File: src/rtl/side_stream_descrambler_gen_pkg.sv
// Shared constants, types and scrambler-term helpers
// for the 1000BASE-T receive PCS.
package pcs_rx_pkg;
  localparam int LFSR_W     = 33;
  localparam int TAP_MASTER = 13;
  localparam int TAP_SLAVE  = 20;
  localparam int SC_W       = 8;
  localparam int SDN_W      = 9;

  typedef logic [LFSR_W-1:0] scr_t;

  function automatic logic [3:0] sy_f(input scr_t s);
    return {s[9] ^ s[14] ^ s[19] ^ s[24],
            s[6] ^ s[16],
            s[3] ^ s[8],
            s[0]};
  endfunction

  function automatic logic [3:0] sx_f(input scr_t s);
    return {s[13] ^ s[15] ^ s[18] ^ s[20] ^
            s[23] ^ s[25] ^ s[28] ^ s[30],
            s[10] ^ s[12] ^ s[20] ^ s[22],
            s[7] ^ s[9] ^ s[12] ^ s[14],
            s[4] ^ s[6]};
  endfunction

  function automatic logic [3:0] sg_f(input scr_t s);
    return {s[4] ^ s[8],
            s[3] ^ s[7],
            s[2] ^ s[6],
            s[1] ^ s[5]};
  endfunction
endpackage

File: src/rtl/side_stream_descrambler_gen_if.sv
// Symbol-side bundle between the receive PCS control
// and the scrambler-word generator.
interface side_stream_descrambler_gen_if;
  import pcs_rx_pkg::*;

  logic              io_advance;
  logic              io_load;
  scr_t              io_seed;
  logic              io_tx_enable;
  logic              io_loc_rcvr_status;
  logic [SC_W-1:0]   io_scn;
  logic              io_tx_enable_d2;
  logic              io_scn_valid;
  logic              io_lfsr_err;

  modport master (
    output io_advance, io_load, io_seed,
    output io_tx_enable, io_loc_rcvr_status,
    input  io_scn, io_tx_enable_d2,
    input  io_scn_valid, io_lfsr_err
  );

  modport slave (
    input  io_advance, io_load, io_seed,
    input  io_tx_enable, io_loc_rcvr_status,
    output io_scn, io_tx_enable_d2,
    output io_scn_valid, io_lfsr_err
  );
endinterface

File: src/rtl/side_stream_descrambler_gen_lfsr.sv
// 33-bit side-stream LFSR with load and all-zero guard.
// Load has priority over stepping.
import pcs_rx_pkg::*;

module ss_lfsr33 #(
  parameter bit   MASTER = 1'b1,
  parameter scr_t SEED   = 33'h1_FFFF_FFFF
) (
  input  logic clock,
  input  logic reset,
  input  logic advance,
  input  logic load,
  input  scr_t seed,
  output scr_t scr,
  output logic err
);
  localparam int TAP = MASTER ? TAP_MASTER : TAP_SLAVE;

  logic nb;

  assign nb = scr[TAP-1] ^ scr[LFSR_W-1];

  // A zero state would lock the LFSR, so it is forced to 1 and flagged
  always_ff @(posedge clock or posedge reset) begin
    if (reset) begin
      scr <= SEED;
      err <= 1'b0;
    end else if (load) begin
      if (seed == '0) begin
        scr <= scr_t'(1);
        err <= 1'b1;
      end else begin
        scr <= seed;
      end
    end else if (scr == '0) begin
      scr <= scr_t'(1);
      err <= 1'b1;
    end else if (advance) begin
      scr <= {scr[LFSR_W-2:0], nb};
    end
  end
endmodule

File: src/rtl/side_stream_descrambler_gen.sv
// Receive-side Sc_n generator: LFSR, tx_enable
// alignment and Sc_n selection for the Descrambler.
import pcs_rx_pkg::*;

module side_stream_descrambler_gen #(
  parameter bit   MASTER = 1'b1,
  parameter scr_t SEED   = 33'h1_FFFF_FFFF
) (
  input logic clock,
  input logic reset,
  side_stream_descrambler_gen_if.slave bus
);
  scr_t            scr;
  logic            lfsr_err;
  logic            te_d1;
  logic            te_d2;
  logic [SC_W-1:0] sc;
  logic [SC_W-1:0] scn;
  logic            te_out;
  logic            scn_valid;
  logic [3:0]      sy;
  logic [3:0]      sx;
  logic [3:0]      sg;

  ss_lfsr33 #(
    .MASTER (MASTER),
    .SEED   (SEED)
  ) u_lfsr (
    .clock   (clock),
    .reset   (reset),
    .advance (bus.io_advance),
    .load    (bus.io_load),
    .seed    (bus.io_seed),
    .scr     (scr),
    .err     (lfsr_err)
  );

  always_comb begin
    sy = sy_f(scr);
    sx = sx_f(scr);
    sg = sg_f(scr);
    sc = '0;
    if (te_d2) begin
      sc = {sy, sx};
    end else begin
      sc = {4'b0000, sg[3:1],
            sx[0] ^ ~bus.io_loc_rcvr_status};
    end
  end

  // Sc_n uses the pre-step state so it lines up with Sd_n
  always_ff @(posedge clock or posedge reset) begin
    if (reset) begin
      te_d1     <= 1'b0;
      te_d2     <= 1'b0;
      scn       <= '0;
      te_out    <= 1'b0;
      scn_valid <= 1'b0;
    end else begin
      scn_valid <= bus.io_advance;
      if (bus.io_load) begin
        te_d1 <= 1'b0;
        te_d2 <= 1'b0;
      end else if (bus.io_advance) begin
        te_d1  <= bus.io_tx_enable;
        te_d2  <= te_d1;
        scn    <= sc;
        te_out <= te_d2;
      end
    end
  end

  assign bus.io_scn          = scn;
  assign bus.io_tx_enable_d2 = te_out;
  assign bus.io_scn_valid    = scn_valid;
  assign bus.io_lfsr_err     = lfsr_err;
endmodule

File: src/flat_wrapper.sv
// flat-port wrapper written by rule: the top's interface ports become plain ports
module side_stream_descrambler_gen_flat 
#(
  parameter bit   MASTER = 1'b1,
  parameter scr_t SEED   = 33'h1_FFFF_FFFF
)
  (clock, reset, bus_io_advance, bus_io_load, bus_io_seed, bus_io_tx_enable, bus_io_loc_rcvr_status, bus_io_scn, bus_io_tx_enable_d2, bus_io_scn_valid, bus_io_lfsr_err);
  side_stream_descrambler_gen_if bus_i ();
  input logic clock;
  input logic reset;
  input wire logic [$bits(bus_i.io_advance)-1:0] bus_io_advance;
  input wire logic [$bits(bus_i.io_load)-1:0] bus_io_load;
  input wire logic [$bits(bus_i.io_seed)-1:0] bus_io_seed;
  input wire logic [$bits(bus_i.io_tx_enable)-1:0] bus_io_tx_enable;
  input wire logic [$bits(bus_i.io_loc_rcvr_status)-1:0] bus_io_loc_rcvr_status;
  output wire logic [$bits(bus_i.io_scn)-1:0] bus_io_scn;
  output wire logic [$bits(bus_i.io_tx_enable_d2)-1:0] bus_io_tx_enable_d2;
  output wire logic [$bits(bus_i.io_scn_valid)-1:0] bus_io_scn_valid;
  output wire logic [$bits(bus_i.io_lfsr_err)-1:0] bus_io_lfsr_err;
  assign bus_i.io_advance = bus_io_advance;
  assign bus_i.io_load = bus_io_load;
  assign bus_i.io_seed = bus_io_seed;
  assign bus_i.io_tx_enable = bus_io_tx_enable;
  assign bus_i.io_loc_rcvr_status = bus_io_loc_rcvr_status;
  assign bus_io_scn = bus_i.io_scn;
  assign bus_io_tx_enable_d2 = bus_i.io_tx_enable_d2;
  assign bus_io_scn_valid = bus_i.io_scn_valid;
  assign bus_io_lfsr_err = bus_i.io_lfsr_err;
  side_stream_descrambler_gen #(.MASTER(MASTER), .SEED(SEED)) u_core (.clock(clock), .reset(reset), .bus(bus_i));
endmodule
File: config.mk
export PLATFORM = sky130hd
export DESIGN_NAME = side_stream_descrambler_gen_flat
export DESIGN_NICKNAME = d
export VERILOG_FILES = /design/src/rtl/side_stream_descrambler_gen_pkg.sv /design/src/rtl/side_stream_descrambler_gen_if.sv /design/src/rtl/side_stream_descrambler_gen_lfsr.sv /design/src/rtl/side_stream_descrambler_gen.sv /design/src/flat_wrapper.sv
export SDC_FILE = /design/constraint.sdc
export NUM_CORES = 1
export LEC_CHECK = 0
export ABC_AREA = 0
export CAP_MARGIN = 20
export CORE_MARGIN = 2
export CORE_UTILIZATION = 35
export DETAILED_ROUTE_END_ITERATION = 8
export HOLD_SLACK_MARGIN = 0.05
export PLACE_DENSITY = 0.63
export RECOVER_POWER = 50
export SKIP_CTS_REPAIR_TIMING = 1
export SLEW_MARGIN = 15
export SYNTH_ARGS = -nofsm -noshare
export SYNTH_HDL_FRONTEND = slang
export SYNTH_SLANG_ARGS = --single-unit
File: constraint.sdc
create_clock -name clock -period 4 [get_ports clock]
set_clock_uncertainty 0.15 [all_clocks]
set_input_delay 1.2 -clock clock [delete_from_list [all_inputs] [get_ports clock]]
set_output_delay 1.2 -clock clock [all_outputs]
set_load 0.01 [all_outputs]
==> impl_metrics.csv, run 1 <==
group,metric,value,unit
outcome,status,"finished, final reports clean",
detailed_routing,wire_per_inst,14.8,um
global_routing,gr-max-usage-layer,"met2",
floorplan,die_area,7660,sq um
final_layout,final_cell_area,3040,sq um
detailed_routing,drt_iter0_markers,57,
detailed_routing,ant_nets,0,
timing,drv_slew,0,
synthesis,syn_inst,246,
global_routing,grt_max_degree,47,
final_layout,fin_nets,329,
synthesis,synthTopCellsByArea,"dfstp_2 36%, mux2i_1 14%, dfrtp_1 13%",
global_routing,gr-usage-met2,25.3,%
final_layout,diodes,0,
global_routing,grt_antenna_before_repair,0,
placement,io_buffers,49,
final_layout,final_util,45.1,%
timing,finalHoldViolations,0,
detailed_routing,first_pass_iters,4,
critical_path,r2r_slack,1.89,ns
clock_tree,numClockSinks,46,
global_routing,grt-ovfl-total,0,
floorplan,core,6760,sq um
synthesis,ys_types,26,
synthesis,synth_area_per_cell,9.93,sq um
timing,fin_crit_sh,79.9,%
clock_tree,clk_latency,0.30,ns
detailed_routing,wl,5480,um
final_layout,fillerInstances,683,
timing,tns,0,ns
critical_path,critPathLaunchType,"primary input",
timing,tightestPinTransition,1.16,ns
synthesis,netlist.area_leader.share,35.5,%
placement,routabilityCongestion,0.844,
placement,placed_cell_area,2970,sq um
critical_path,crit_top_cell,"clkbuf_1",
floorplan,die_h,87.5,um
floorplan,fp-row-count,30,
critical_path,crit_path_top_delay_cell,"clkbuf_1",
critical_path,slowest_delay,0.88,ns
clock_tree,clockRootBuffer,"clkbuf_8",
critical_path,critPathTopFamily,"buffers and inverters",
synthesis,ys_warn_count,0,
global_routing,grt_pass1_vias,1870,
power_and_ir_drop,power_density,374,nW/um^2
critical_path,cp.required,4.06,ns
critical_path,critPathKind,"in2reg",
critical_path,path_buf_inv,2,
global_routing,grtUsageMet3,2.54,%
global_routing,grt_use_met1,20.0,%
clock_tree,numCtsBuffers,5,
clock_tree,cts_tree,"done",
global_routing,grt_use_total,15.1,%
power_and_ir_drop,ir_drop,0.000126,V
synthesis,syn_nets,285,
timing,slew_headroom,23.0,%
timing,setup_viol,0,
synthesis,synth-seq-area-share,48.8,%
floorplan,die_w,87.5,um
detailed_routing,drcViolationCount,0,
synthesis,netlist_area,2440,sq um
clock_tree,cts_max_level,2,
clock_tree,max-clock-path-buffers,2,
final_layout,drive_gt1_share,15.8,%
timing,max_freq,313,MHz
timing,rsz0062_at_grt,"false",
critical_path,critical_path.cell_chain,"clkbuf_1, clkbuf_1, mux2i_1, o21ai_0",
power_and_ir_drop,p_leak,0.00122,uW
synthesis,netlist.top_cell.by_area,"dfstp_2",
global_routing,grt_pass1_wl,8880,um
detailed_routing,avgViaCountPerCell,5.11,
critical_path,crit_fanout,17,
floorplan,ios,50,
worst_hold_path,hp-class,"reg2reg",
critical_path,cp-end-kind,"flip-flop",
timing,min_period,3.20,ns
floorplan,start_util,36.1,%
critical_path,crit_arrival,3.26,ns
job,cap_viol_max_count,0,
final_layout,syn_to_final_growth,24.6,%
synthesis,synth_seq_cells,46,
clock_tree,path_clk_slew,0.08,ns
timing,whs,0.328,ns
detailed_routing,via_count,1897,
placement,dp_hpwl,4050,um
[metrics by stage]
| stage | cells | setup slack, ns | power (uW) |
|---|---|---|---|
| floorplan | 246 | 1.40 | 763 |
| global placement | 363 | 0.851 | 869 |
| detailed placement | 363 | 0.850 | 873 |
| CTS | 371 | 1.16 | 1150 |
| global route | 371 | 0.583 | 1200 |
| finish | 371 | 0.803 | 1140 |
[registers in the layout (all words and copies together) (netlist names)]
| register | count |
|---|---|
| u_core.bus.io_scn_valid | 1 |
| u_core.u_lfsr.err | 1 |
| u_core.bus.io_scn | 8 |
| u_core.te_d1 | 1 |
| u_core.u_lfsr.scr | 33 |
| u_core.bus.io_tx_enable_d2 | 1 |
| u_core.te_d2 | 1 |
[where the power goes]
group / switching, uW / total [uW] / internal [uW]
clock network: 151 / 275 / 124
logic: 117 / 259 / 142
registers: 57.7 / 603 / 545
[cells by family (layout without fill, tap and decap cells)]
kind of cell | after synthesis | after routing | synth area share, %
mux | 34 | 34 | 13.9
flops | 46 | 46 | 48.8
xor+xnor | 23 | 23 | 8.25
buf+inv | 18 | 63 | 3.48
compound gates | 47 | 47 | 11.0
simple gates | 78 | 78 | 14.5
[Yosys cell counts]
cell and instances:
a211o_1 1, a21oi_1 7, a21oi_2 3, a31oi_1 1, buf_1 2, buf_2 2
buf_6 2, clkbuf_1 9, dfrtp_1 13, dfstp_2 33, inv_1 3, mux2i_1 34
nand2_1 38, nand3_1 2, nand4_1 3, nor2_1 16, nor3_1 1, nor3_2 1
nor4_1 14, o21ai_0 33, o22ai_1 1, o31ai_4 1, or3_1 2, or4_1 1
xnor2_1 19, xor2_1 4
[worst paths after layout]
path,end,depth (start not counted),from
setup reg to reg,u_core.u_lfsr.scr[0],5,u_core.u_lfsr.scr[0]
hold / removal,u_core.bus.io_scn[7],2,u_core.bus.io_scn[7]
hold reg to reg,u_core.bus.io_scn[7],2,u_core.bus.io_scn[7]
max in group asynchronous,u_core.bus.io_scn_valid,3,reset
min in group asynchronous,u_core.bus.io_scn[0],3,reset
setup / recovery,u_core.u_lfsr.scr[20],4,bus_io_advance
[routing by layer]
layer	share of wire [%]	routed length, um
met1	48	2610
met2	48	2610
met3	3.5	191
met4	1.3	72
met5	0	0
[placed cells by master, fill, tap and decap left out, drive strengths merged]
master         Yosys  layout
a21oi             10      10
or4                1       1
nor2              16      16
o21ai             33      33
mux2i             34      34
clkbuf             9      11
nor4              14      14
o22ai              1       1
dfrtp             13      13
a211o              1       1
dfstp             33      33
a31oi              1       1
clkdlybuf4s50      0      46
xnor2             19      19
o31ai              1       1
nand2             38      38
xor2               4       4
dlygate4sd3        0       1
nand4              3       3
nand3              2       2
nor3               2       2
inv                3       3
buf                6       2
or3                2       2
[worst reg2reg max path: cells and delay by family, from the launching register on]
family	cells	cell delay, ns
DFF	1	0.40
and+or+nand+nor	3	0.71
AOI/OAI and AO/OA	2	0.79
[layout make-up]
class	count	area (sq um)	area share [%]
inverters	3	11.3	0.370
repair buffers	52	495	16.3
multi-input cells	182	1160	38.3
flip-flops and latches	46	1190	39.2
well taps	80	100	3.29
clock buffers	8	80.1	2.63
(Power assumes the default switching activity.)
==> run 2, diff against run 1 <==
--- a/config.mk
+++ b/config.mk
@@ -11,7 +11,7 @@
 export CORE_UTILIZATION = 35
 export DETAILED_ROUTE_END_ITERATION = 8
 export HOLD_SLACK_MARGIN = 0.05
-export PLACE_DENSITY = 0.63
+export PLACE_DENSITY = 0.65
 export RECOVER_POWER = 50
 export SKIP_CTS_REPAIR_TIMING = 1
 export SLEW_MARGIN = 15
==> constraint.sdc (replaced) <==
create_clock -name clock -period 2.7 [get_ports clock]
set_clock_uncertainty 0.15 [all_clocks]
set_input_delay 0.81 -clock clock [delete_from_list [all_inputs] [get_ports clock]]
set_output_delay 0.81 -clock clock [all_outputs]
set_load 0.01 [all_outputs]
==> run 2 against run 1 <==
Against the previous run: flip-flop and latch count unchanged; global-route usage increased by 0.43 points; critical path type unchanged; worst hold slack gained 0.0033 ns; critical endpoint is now u_core.u_lfsr.scr[0].
==> impl_metrics.csv, run 2 (same netlist as run 1, synthesis figures left out) <==
group,metric,value,unit
outcome,status,"finished, final reports clean",
timing,tightestPinTransition,1.23,ns
worst_hold_path,hp-class,"reg2reg",
floorplan,die_w,87.5,um
final_layout,largest-register,"u_core.u_lfsr.scr",
power_and_ir_drop,p_leak,0.00125,uW
clock_tree,clk_latency,0.30,ns
power_and_ir_drop,ir_drop,0.000202,V
detailed_routing,wire_per_inst,14.9,um
floorplan,ios,50,
detailed_routing,wl_met2,2670,um
timing,fin_crit_sh,90.8,%
critical_path,crit_fanout,2,
detailed_routing,avgViaCountPerCell,5.02,
final_layout,final_util,45.8,%
floorplan,start_util,36.1,%
global_routing,grt-ovfl-total,0,
critical_path,critPathLaunchType,"primary input",
clock_tree,max-clock-path-buffers,2,
global_routing,grt_max_degree,47,
placement,dp.cells,367,
timing,setup_viol,0,
final_layout,diodes,0,
critical_path,reg2reg_depth,5,
timing,slew_headroom,17.9,%
clock_tree,path_clk_slew,0.09,ns
final_layout,mostFrequentLayoutCells,"45 x clkdlybuf4s50_1, 38 x nand2_1, 34 x mux2i_1, 33 x o21ai_0, 33 x dfstp_2",
detailed_routing,first_pass_iters,4,
placement,io_buffers,49,
detailed_routing,ant_nets,0,
floorplan,die_h,87.5,um
power_and_ir_drop,power_density,577,nW/um^2
worst_hold_path,min_path_cells,2,
detailed_routing,drcViolationCount,0,
placement,dp_hpwl,4230,um
critical_path,crit_arrival,2.53,ns
clock_tree,cts_tree,"done",
timing,max_freq,408,MHz
detailed_routing,wl_met1,2600,um
clock_tree,clockRootBuffer,"clkbuf_8",
timing,rsz0062_at_grt,"false",
final_layout,largest_reg_flops,33,
final_layout,fin_nets,333,
critical_path,slowest_delay,0.53,ns
clock_tree,numCtsBuffers,5,
global_routing,grt_use_total,15.6,%
final_layout,final_common_cell,"clkdlybuf4s50_1",
timing,whs,0.331,ns
detailed_routing,wl,5580,um
clock_tree,numClockSinks,46,
critical_path,crit_path_top_delay_cell,"or4_1",
final_layout,regArea,1190,sq um
final_layout,final_cells,375,
final_layout,fillerInstances,670,
detailed_routing,via_count,1883,
final_layout,multi_input_area,1160,sq um
placement,routabilityCongestion,0.825,
timing,tns,0,ns
global_routing,grt_pass1_vias,1918,
detailed_routing,top_layer,"met4",
timing,finalHoldViolations,0,
detailed_routing,wl_met3,210,um
detailed_routing,drt_iter0_markers,66,
job,cap_viol_max_count,0,
floorplan,die_area,7660,sq um
floorplan,core,6760,sq um
critical_path,critical_path.cell_chain,"clkdlybuf4s50_1, or4_1, or3_1, nor3_2, inv_1, a31oi_1",
critical_path,cp.required,2.78,ns
clock_tree,cts_max_level,2,
critical_path,critPathKind,"in2reg",
critical_path,cp-end-kind,"flip-flop",
global_routing,grt_pass1_wl,9110,um
global_routing,grt_antenna_before_repair,0,
timing,drv_slew,0,
timing,min_period,2.45,ns
floorplan,fp-row-count,30,
final_layout,syn_to_final_growth,26.6,%
final_layout,drive_gt1_share,16.6,%
==> run 2: area by class of cell <==
class                      count  area share [%]
clock buffer                   7            2.47
tap                           80            3.24
inverter                       3           0.364
sequential                    46            38.6
timing repair buffer          56            16.7
multi-input combinational    182            37.7
clock inverter                 1           0.971
==> run 2: path summary, 6_finish.rpt <==
path                       slack (ns)                          to            startpoint
max                              0.25        u_core.u_lfsr.scr[0]        bus_io_seed[8]
max reg2reg                      0.62        u_core.u_lfsr.scr[0]  u_core.u_lfsr.scr[6]
min reg2reg                      0.33        u_core.bus.io_scn[7]  u_core.bus.io_scn[7]
min in group asynchronous        1.16  u_core.bus.io_tx_enable_d2                 reset
min                              0.33        u_core.bus.io_scn[7]  u_core.bus.io_scn[7]
max in group asynchronous        0.54           u_core.u_lfsr.err                 reset
==> run 2: power by group <==
group	switching (uW)	leakage, uW	internal, uW	total, uW
clock network	225	0.0000524	277	503
registers	85.0	0.000518	808	893
logic	176	0.000677	213	389
total	486	0.00125	1300	1780
==> run 2: per-stage QoR <==
step / worst slack [ns] / power, uW / instance area (sq um)
final: 0.248 / 1780 / 3090
after global routing: 0.178 / 1890 / 3090
after CTS: 0.240 / 1810 / 3110
after detailed placement: -0.0713 / 1300 / 3000
after global placement: -0.0567 / 1290 / 3000
after floorplan: 0.485 / 1130 / 2440
==> run 2: critical path, delay by kind of cell <==
kind                   cells  cell delay (ns)
AO/OA/AOI/OAI              1             0.16
buffers and inverters      2             0.49
AND/OR/NAND/NOR            3             1.07
==> run 2: layer usage <==
layer / global-route usage, % / vias to the layer above
met2: 26.5 / 39
li1: - / 951
met3: 3.58 / 10
met4: 4.20 / 0
met5: 0 / -
met1: 20.0 / 883
==> patch, RTL diff (config.mk and constraints of run 2) <==
`LFSR_W`: 33 -> 66.
--- a/src/rtl/side_stream_descrambler_gen_pkg.sv
+++ b/src/rtl/side_stream_descrambler_gen_pkg.sv
@@ -1,7 +1,7 @@
 // Shared constants, types and scrambler-term helpers
 // for the 1000BASE-T receive PCS.
 package pcs_rx_pkg;
-  localparam int LFSR_W     = 33;
+  localparam int LFSR_W     = 66;
   localparam int TAP_MASTER = 13;
   localparam int TAP_SLAVE  = 20;
   localparam int SC_W       = 8;
Interface: changed (resized bus_io_seed); port bits go from 50 to 83. The function was not compared with the original's and may differ.
==> patch against run 2 <==
  * Critical path depth is the same
  * Sequential cell count grew 33
  * Setup slack gained 0.028 ns
  * Count of clock-buffer cells in the layout grew 5
  * Final cell count grew 70%
  * Hold slack gained 0.0063 ns
  * Wire length grew 80%
  * Area after synthesis grew 66%
  * Register-to-register slack gained 0.12 ns
  * Power grew 94%
  * Final area grew 73%
  * Critical path type unchanged
  * Largest cell class unchanged
  * Largest power group unchanged
==> patch: results (changes against run 2) <==
gp weighted congestion: 0.8461 (+2.5%)
xor/xnor share of the synthesized area: 4.960% (-3.3 points)
Syn Nets: 485 (+70%)
# setup viols final: 0 (unchanged)
CTS Buffer Depth: 2 (unchanged)
Worst Hold Class: reg -> reg
max FFs per register: 66 (+100%)
clk_lat worst skew: 0.34 ns (+0.04 ns)
multiplexer share of the synthesized area: 16.27% (+2.3 points)
worst setup path startpoint: bus_io_seed[15]
Biggest register: u_core.u_lfsr.scr
area grow syn2layout: 32.10%
compound-gate portion of the synthesized area: 10.20% (-0.82 points)
Tot GR Track Use: 16.58% (+1.0 points)
vias per cell: 5.176 (+3.1%)
Avg WL per Cell: 15.75 um (+5.9%)
CP arrival: 2.52 ns (about the same)
vias in the first global route: 3,282 (+71%)
Synth Area in Adders: 0% (unchanged)
clock-pin slew on the worst setup and hold paths: 0.06 ns (-0.03 ns)
number of antenna diodes: 0 (unchanged)
Cell variety after synth: 27 (+3.8%)
share of layout cells above drive strength 1: 13.54% (-3.1 points)
TritonRoute pass-1 iters: 4 (unchanged)
minimum setup slack among reg-to-reg paths: 0.74 ns (+0.12 ns)
dominant synthesized flop cell: dfrtp_1
post-synthesis sequential area ratio: 49.69% (+0.87 points)
R2R Path Start: u_core.u_lfsr.scr[17]
Max VDD drop: 0.3781 mV (+88%)
dpl hpwl: 7300 um (+73%)
pin count of the biggest net entering global routing: 80 (+70%)
NumNets Final: 562 (+69%)
CTS root buffer: clkbuf_16
Synth async-reset ratio: 100.0% (unchanged)
Rel. slew slack: 18.01% (+0.082 points)
Buffers on Ports: 82 (+67%)
Setup crit end: u_core.u_lfsr.scr[0]
outcome: complete, no violations
first-pass GRT wire length: 16,440 um (+80%)
CTS H-tree depth: 3 (+1)
Lkg Pwr: 2.232 nW (+79%)
Inserted Clock Buffers: 9 (+4)
yosys warns: 0 (unchanged)
slowest stage delay, CP: 0.42 ns (-0.11 ns)
initial antenna violation count: 0 (unchanged)
largest cells by area after synthesis: dfrtp_1 (28%), dfstp_2 (21%), mux2i_1 (16%)
CP max FO: 2 (unchanged)
list of most frequent post-synthesis cells: nand2_1 (76), o21ai_1 (72), mux2i_1 (66), dfrtp_1 (46), dfstp_2 (33)
DRT iter0 DRCs: 221 (+230%)
FILL cells: 1,069 (+60%)
reg2reg path depth: 5 (unchanged)
Slowest-stage cell, CP: clkdlybuf4s50_1
==> patch: layout make-up <==
cell class	count	area (um2)	area share, %
multi-input cells	304	1909	35.59
clock buffers	12	300.3	5.597
repair buffers	93	890.9	16.60
clock inverters	4	52.55	0.9795
inverters	3	15.01	0.2799
flip-flops and latches	79	2018	37.62
well taps	143	178.9	3.335
==> patch: how the worst min path moves through the flow <==
stage	end	slack, ns	from	cells after the start
after floorplan	u_core.te_d1	0.34	u_core.te_d1	2
after global placement	u_core.bus.io_tx_enable_d2	0.31	u_core.bus.io_tx_enable_d2	2
after detailed placement	u_core.bus.io_scn[6]	0.33	u_core.bus.io_scn[6]	2
after CTS	u_core.bus.io_scn[1]	0.34	u_core.bus.io_scn[1]	2
after global routing	u_core.bus.io_scn[1]	0.36	u_core.bus.io_scn[1]	2
final	u_core.bus.io_scn[1]	0.34	u_core.bus.io_scn[1]	2
==> patch: cells by family after synthesis <==
logic type      after synthesis
xor+xnor                     23
compound gates               81
mux                          66
simple gates                134
buf+inv                      30
flops                        79
==> patch: metal layers <==
metal | track usage (%) | routed length [um] | vias to the layer above
li1 | - | - | 1627
met1 | 22.83 | 4575 | 1572
met2 | 25.21 | 4664 | 91
met3 | 4.464 | 624 | 12
met4 | 6.008 | 187 | 0
met5 | 0 | 0 | -
==> patch: power breakdown <==
part / switching [W] / total [W] / leakage, nW / internal (W)
clock: 0.000493 / 0.00138 / 0.171 / 0.000888
combinational: 0.000275 / 0.000592 / 1.15 / 0.000317
sequential: 0.000130 / 0.00148 / 0.915 / 0.00135
total: 0.000897 / 0.00345 / 2.23 / 0.00256
==> patch: worst max-delay path, delay by kind of cell <==
| kind | cells | cell delay [ns] |
|---|---|---|
| AND/OR/NAND/NOR | 4 | 1.05 |
| buffers and inverters | 1 | 0.42 |
| AO/OA/AOI/OAI | 1 | 0.23 |
==> patch: stage by stage <==
step	power (W)	instance area (um2)	worst slack (ns)	instances
finish	0.003454	5365	0.2752	638
global route	0.003617	5365	0.02054	638
CTS	0.003506	5410	0.2925	638
detailed placement	0.002109	5057	-0.04602	622
global placement	0.002095	5057	-0.03277	622
floorplan	0.001833	4065	0.7078	413
